## src/rtl/quick_mem_bridge.sv

```systemverilog
// Memory/I-O responder behind the quick CPU bus: flop RAM, in/out ports and a host loader.
// Reads are combinational; writes take an address cycle then a data cycle; the loader holds the CPU in reset.
module quick_mem_bridge #(
    parameter int         DEPTH    = 32,
    parameter logic [7:0] IN_ADDR  = 8'hFE,
    parameter logic [7:0] OUT_ADDR = 8'hFF
) (
    input  logic       clk,
    input  logic       rst_n,
    input  logic [7:0] bus_in,
    input  logic       mem_rd,
    input  logic       mem_wr,
    output logic [7:0] rdata,
    input  logic [7:0] in_port,
    output logic [7:0] out_port,
    output logic       out_strobe,
    input  logic       prog_en,
    input  logic       prog_valid,
    input  logic [7:0] prog_data,
    output logic       cpu_rst_n
);

    localparam int         AW      = (DEPTH > 1) ? $clog2(DEPTH) : 1;
    localparam logic [8:0] DEPTH_W = 9'(DEPTH);

    typedef enum logic {
        IDLE,
        WDATA
    } state_t;

    state_t     state, state_nxt;
    logic [7:0] mem [DEPTH];
    logic [7:0] wr_addr;
    logic [AW-1:0] ptr;

    logic addr_latch;
    logic wr_commit;
    logic ram_we;
    logic out_we;
    logic rd_in_ram;
    logic wr_in_ram;

    assign rd_in_ram = ({1'b0, bus_in} < DEPTH_W);
    assign wr_in_ram = ({1'b0, wr_addr} < DEPTH_W);

    // prog_en overrides the write sequencer: a pending data cycle is dropped.
    always_comb begin
        state_nxt  = state;
        addr_latch = 1'b0;
        wr_commit  = 1'b0;
        case (state)
            IDLE: begin
                if (mem_wr && !prog_en) begin
                    state_nxt  = WDATA;
                    addr_latch = 1'b1;
                end
            end
            WDATA: begin
                state_nxt = IDLE;
                wr_commit = !prog_en;
            end
            default: state_nxt = IDLE;
        endcase
    end

    assign ram_we = wr_commit && wr_in_ram;
    assign out_we = wr_commit && (wr_addr == OUT_ADDR);

    always_ff @(posedge clk or negedge rst_n) begin
        if (!rst_n) begin
            state   <= IDLE;
            wr_addr <= '0;
        end else begin
            state <= state_nxt;
            if (addr_latch) begin
                wr_addr <= bus_in;
            end
        end
    end

    always_ff @(posedge clk or negedge rst_n) begin
        if (!rst_n) begin
            for (int i = 0; i < DEPTH; i++) begin
                mem[i] <= '0;
            end
        end else if (prog_en && prog_valid) begin
            mem[ptr] <= prog_data;
        end else if (ram_we) begin
            mem[wr_addr[AW-1:0]] <= bus_in;
        end
    end

    // DEPTH is a power of two, so the natural overflow of ptr is the wrap.
    always_ff @(posedge clk or negedge rst_n) begin
        if (!rst_n) begin
            ptr <= '0;
        end else if (!prog_en) begin
            ptr <= '0;
        end else if (prog_valid) begin
            ptr <= ptr + 1'b1;
        end
    end

    always_ff @(posedge clk or negedge rst_n) begin
        if (!rst_n) begin
            out_port   <= '0;
            out_strobe <= 1'b0;
            cpu_rst_n  <= 1'b0;
        end else begin
            out_strobe <= out_we;
            cpu_rst_n  <= ~prog_en;
            if (out_we) begin
                out_port <= bus_in;
            end
        end
    end

    always_comb begin
        rdata = 8'h00;
        if (mem_rd && !prog_en && (state == IDLE)) begin
            if (rd_in_ram) begin
                rdata = mem[bus_in[AW-1:0]];
            end else if (bus_in == IN_ADDR) begin
                rdata = in_port;
            end
        end
    end

endmodule

```

## config.mk

```make
export PLATFORM = sky130hd
export DESIGN_NAME = quick_mem_bridge
export DESIGN_NICKNAME = d
export VERILOG_FILES = /design/src/rtl/quick_mem_bridge.sv
export SDC_FILE = /design/constraint.sdc
export NUM_CORES = 1
export LEC_CHECK = 0
export CAP_MARGIN = 40
export CORE_AREA = 8 8 234 236
export DETAILED_ROUTE_END_ITERATION = 12
export DIE_AREA = 0 0 242 244
export PLACE_DENSITY_LB_ADDON = 0.15
export SLEW_MARGIN = 15
export SYNTH_ARGS = -nofsm -noshare
export SYNTH_HDL_FRONTEND = slang
export SYNTH_SLANG_ARGS = --single-unit
export TNS_END_PERCENT = 30
```

## constraint.sdc

```tcl
create_clock -name clk -period 4 [get_ports clk]
set_input_delay 1 -clock clk [delete_from_list [all_inputs] [get_ports clk]]
set_output_delay 1 -clock clk [all_outputs]
set_load 0.01 [all_outputs]
```

Yosys cells after proc, flatten, opt, wreduce, memory -nomap -nowiden
Index checks and enable logic that the tools add are counted.
{"block": "totals", "regBits": 280}
{"block": "classes", "n_addsub": 1, "n_lt_le_gt_ge": 7, "eq_ne": 3, "mux": 20, "bitwise_logic": 5, "n_reduce_logical": 10}
{"cell": "$bwmux 256", "n": 2}
{"cell": "$mux 256", "n": 2}
{"cell": "$demux 8 s5", "n": 2}
{"cell": "$mux 8", "n": 7}
{"cell": "$bmux 8 s5", "n": 1}
{"cell": "$ge 6x6->1 const B", "n": 3}
{"cell": "$not 5->6", "n": 3}
{"cell": "$eq 8x8->1 const B", "n": 2}
{"cell": "$lt 8x6->1 const B", "n": 2}
{"cell": "$lt 6x1->1 const B", "n": 2}
{"cell": "$mux 5", "n": 2}
{"cell": "$logic_and 1x1->1", "n": 8}
{"cell": "$add 5x1->5 const B", "n": 1}
{"cell": "$mux 1", "n": 3}
{"cell": "$ne 2x1->1 const B", "n": 1}
{"cell": "$not 1->1", "n": 2}
{"cell": "$pmux 1 s2", "n": 1}
{"cell": "$reduce_bool 2->1", "n": 1}
{"cell": "$logic_not 1->1", "n": 1}

Depth between registers and ports, before layout
{"block": "logic_depth", "depth_word": 8, "depth_mapped": 9}

Worst setup path before layout
OpenSTA, ideal clock, no wires.
{"block": "synth_timing", "path_type": "input to output", "start": "in bus_in[0]", "end": "out rdata[6]", "arrival_time_ns": 2.671, "required_time_ns": 3.000, "setup_slack_ns": 0.329, "stages": 9, "path_buffers": 4, "cell_sequence": "buf_4 -> buf_6 -> buf_4 -> buf_2 -> mux2i_1 -> nor2_1 -> nor4_1 -> o31ai_1 -> a32o_1"}
{"block": "synth_via", "elab_chain_len": 6, "elab_cells_between_ends": 9}
{"element": "start: declaration", "line_no": "10", "rtl": "input logic [7:0] bus_in,"}
{"element": "$not 5->6 (implied by the code)", "line_no": "122", "rtl": "rdata = mem[bus_in[AW-1:0]];"}
{"element": "$bmux 8 s5", "line_no": "122"}
{"element": "$mux 8 (implied by the code) (2 in series)", "line_no": "122"}
{"element": "$mux 8 *", "line_no": "121", "rtl": "if (rd_in_ram) begin"}
{"element": "$mux 8 *", "line_no": "120", "rtl": "if (mem_rd && !prog_en && (state == IDLE)) begin"}
{"element": "end: declaration", "line_no": "13", "rtl": "output logic [7:0] rdata,"}
Every way passes the cells marked *; elsewhere a longest branch is shown, timed or not. The select of a mux whose other input is x is not followed.

Final worst setup path
{"block": "layout_timing", "start": "in bus_in[3]", "end": "out rdata[3]"}
The elaborated chain is that of the path after synthesis.

==> impl_metrics.py <==
metrics = {
    "pwr": {
        "ir_worst_vdd_mv": 0.258,
        "p_leak_nw": 7.94,
        "p_per_area_mw_per_mm2": 401,
        "power_mw": 7.69,
    },
    "synthesis": {
        "synth_edf_count": 0,
        "synth_flop_cell": "dfrtp_1",
        "synth_warnings": 0,
        "netlist_area_mm2": 0.0157,
        "syn-instance-count": 1505,
        "yosysUniqueCellTypes": 57,
        "ys_ff_latch": 280,
        "yosys-top-cells-area": "dfrtp_1, mux2_2, a22oi_1",
        "synth_commonest_cells": "dfrtp_1, nand2_1, a22oi_1, mux2_2, o21ai_0",
        "synth_nets": 1539,
        "syn_area_per_cell_um2": 10.4,
        "synth_top_area_share_pct": 44.7,
        "synth_top_cell_by_area": "dfrtp_1",
        "yosysSeqAreaShare_pct": 44.7,
        "yosysMostFrequentCell": "dfrtp_1",
        "async_flop_share_pct": 100,
    },
    "die": {
        "die_height_um": 244,
        "core-area_mm2": 0.0509,
        "die-width_um": 242,
        "die_area_mm2": 0.0590,
        "start_util_pct": 30.8,
        "num_io_pins": 48,
        "rows": 83,
    },
    "drt": {
        "drc": 0,
        "wl_mm": 63.2,
        "drtAntennaViolNets": 0,
        "vias": 13300,
        "wl_per_cell_um": 27.2,
        "drtIter0Drc": 1320,
        "vias_per_cell": 5.70,
        "first_pass_iters": 8,
    },
    "hold_path": {
        "hp-class": "input pin to asynchronous set/reset pin",
    },
    "clock_network": {
        "hold_buffers": 0,
        "clk_pin_slew_ps": 50,
        "cts_tree": "done",
        "clkLatencyLatePin_ps": 570,
        "clk_path_buf_depth": 3,
        "cts_buffers": 37,
        "clock-root-buffer": "clkbuf_16",
        "htreeDepth": 2,
        "cts_num_sinks": 280,
    },
    "cells_and_area": {
        "drive_gt1_share_pct": 27.6,
        "syn_to_final_growth_pct": 22.2,
        "insertedDiodeCount": 0,
        "finalNetCount": 1653,
        "stdcell_area_mm2": 0.0192,
        "fillers": 5075,
    },
    "global_route": {
        "first_global_vias": 13100,
        "grt_pass1_wl_mm": 92.7,
        "gr-usage-all-layers_pct": 20.8,
        "antenna_found_initial": 1,
        "overflow": 0,
        "grt_start_max_net_pins": 77,
    },
    "place": {
        "dpl.hpwl_mm": 44.2,
        "place_congestion": 0.941,
        "placed_area_mm2": 0.0178,
        "port_buffers": 47,
    },
    "worst_setup_path": {
        "rrSetupSlack_ps": 1260,
        "critPathBufInv": 3,
        "cp_data_arrival_time_ps": 3000,
        "worst_ep_required_time_ps": 3000,
        "path_cells": "clkdlybuf4s50_1, buf_6, or3b_4, o22ai_2, nor4_1, nand2_1, a32o_2, dlygate4sd2_1",
        "criticalPathCategory": "input pin to primary output",
        "endpoint_kind": "primary output",
        "critPathLaunchType": "input pin",
        "cp_max_fo": 8,
        "crit_family": "buffers and inverters",
        "critPathSlowestCell": "clkdlybuf4s50_1",
        "critPathMaxStageDelay_ps": 490,
    },
    "sta": {
        "min_period_ps": 4000,
        "finalCritPeriodShare_pct": 99.9,
        "maxSlewHeadroom_pct": 39.9,
        "slew_viol_final": 0,
        "fin_setup_tns_ps": 0,
        "tightestPinTransition_ps": 896,
        "finalSetupViolCount": 0,
        "skew_ps": 35.5,
        "hold_violations": 0,
        "clock.fmax_mhz": 250,
        "grt_setup_unrepaired": "yes",
    },
    "run": {
        "max-cap-violations": 0,
    },
    "run_status": {
        "status": "finished clean",
    },
}
==> kinds of logic after synthesis <==
family          share of synthesized area (%)
compound gates                           21.0
simple gates                             11.3
flops                                    44.7
mux                                      18.2
buf+inv                                  4.31
xor+xnor                                0.223
fa+ha+maj                               0.319
==> worst register-to-register path: cells and delay by family (launching register included) <==
kind / cells / cell delay (ps)
AOI/OAI and AO/OA: 1 / 620
DFF: 1 / 460
and+or+nand+nor: 2 / 1210
muxes: 1 / 350
==> sequential cells by signal, indices dropped and copies added, names as in the netlist <==
signal and cells:
ptr 5, out_strobe 1, mem 256, cpu_rst_n 1, out_port 8, state 1, wr_addr 8
==> final cells by class <==
class                           instances  area [um^2]  area share, %
Clock buffer                           58         1090           5.71
Inverter                                5         18.8         0.0979
Timing Repair Buffer                  214         2000           10.4
Tap cell                              680          851           4.44
Sequential cell                       280         7010           36.6
Clock inverter                          7         57.6          0.300
Multi-Input combinational cell       1081         8140           42.5
==> path summary, 6_finish.rpt <==
path                            startpoint          end  depth (start not counted)
min in group clk                   mem[40]      mem[40]                          2
worst max register to register  wr_addr[2]     mem[155]                          4
worst max-delay path             bus_in[3]     rdata[3]                          8
worst min register to register     mem[40]      mem[40]                          2
worst min-delay path                 rst_n  out_port[7]                          1
max in group asynchronous            rst_n      mem[71]                          3
==> power by group <==
group,leakage (nW),internal (mW),switching (mW)
Clock,0.569,1.88,1.33
Combinational,3.58,0.486,0.752
Sequential,3.79,3.07,0.170
Total,7.94,5.44,2.26
==> what timing repair did <==
action,CTS,global route
pin swaps,5,7
cloned,1,1
endpoints found under the hold margin,0,0
setup endpoints to repair,8,8
resized for setup,28,33
setup buffers,2,0
==> routing by layer <==
metal	up-vias	GRT usage, %	wire length (um)
met1	6726	29.4	28800
li1	5916	-	-
met5	-	0	0
met2	498	32.0	28300
met3	115	3.72	4200
met4	0	6.60	1960
==> stage by stage <==
step / util [%] / hold slack (ps) / setup slack [ps] / std cells
global placement: 34.9 / 455 / -621 / 2251
global route: 37.7 / 465 / -48.5 / 2325
finish: 37.7 / 412 / 2.08 / 2325
floorplan: - / 445 / 329 / 1505
CTS: 37.4 / 449 / 9.25 / 2322
detailed placement: 34.9 / 469 / -537 / 2254
==> cell usage in the layout, fill, tap and decap left out, drive strengths merged, types with 10 or more instances in the layout <==
cell           instances
and2                  10
clkbuf                64
nand2                138
nor2b                 25
nor2                  96
o22ai                 82
nand2b                12
o21ai                119
clkdlybuf4s50         35
nor4                  13
dfrtp                280
a22o                  48
a22oi                135
nor3                  28
mux2i                 51
buf                  168
a21oi                 48
mux4                  32
or2                   12
mux2                 136
nand3                 10
(Power assumes the default switching activity.)
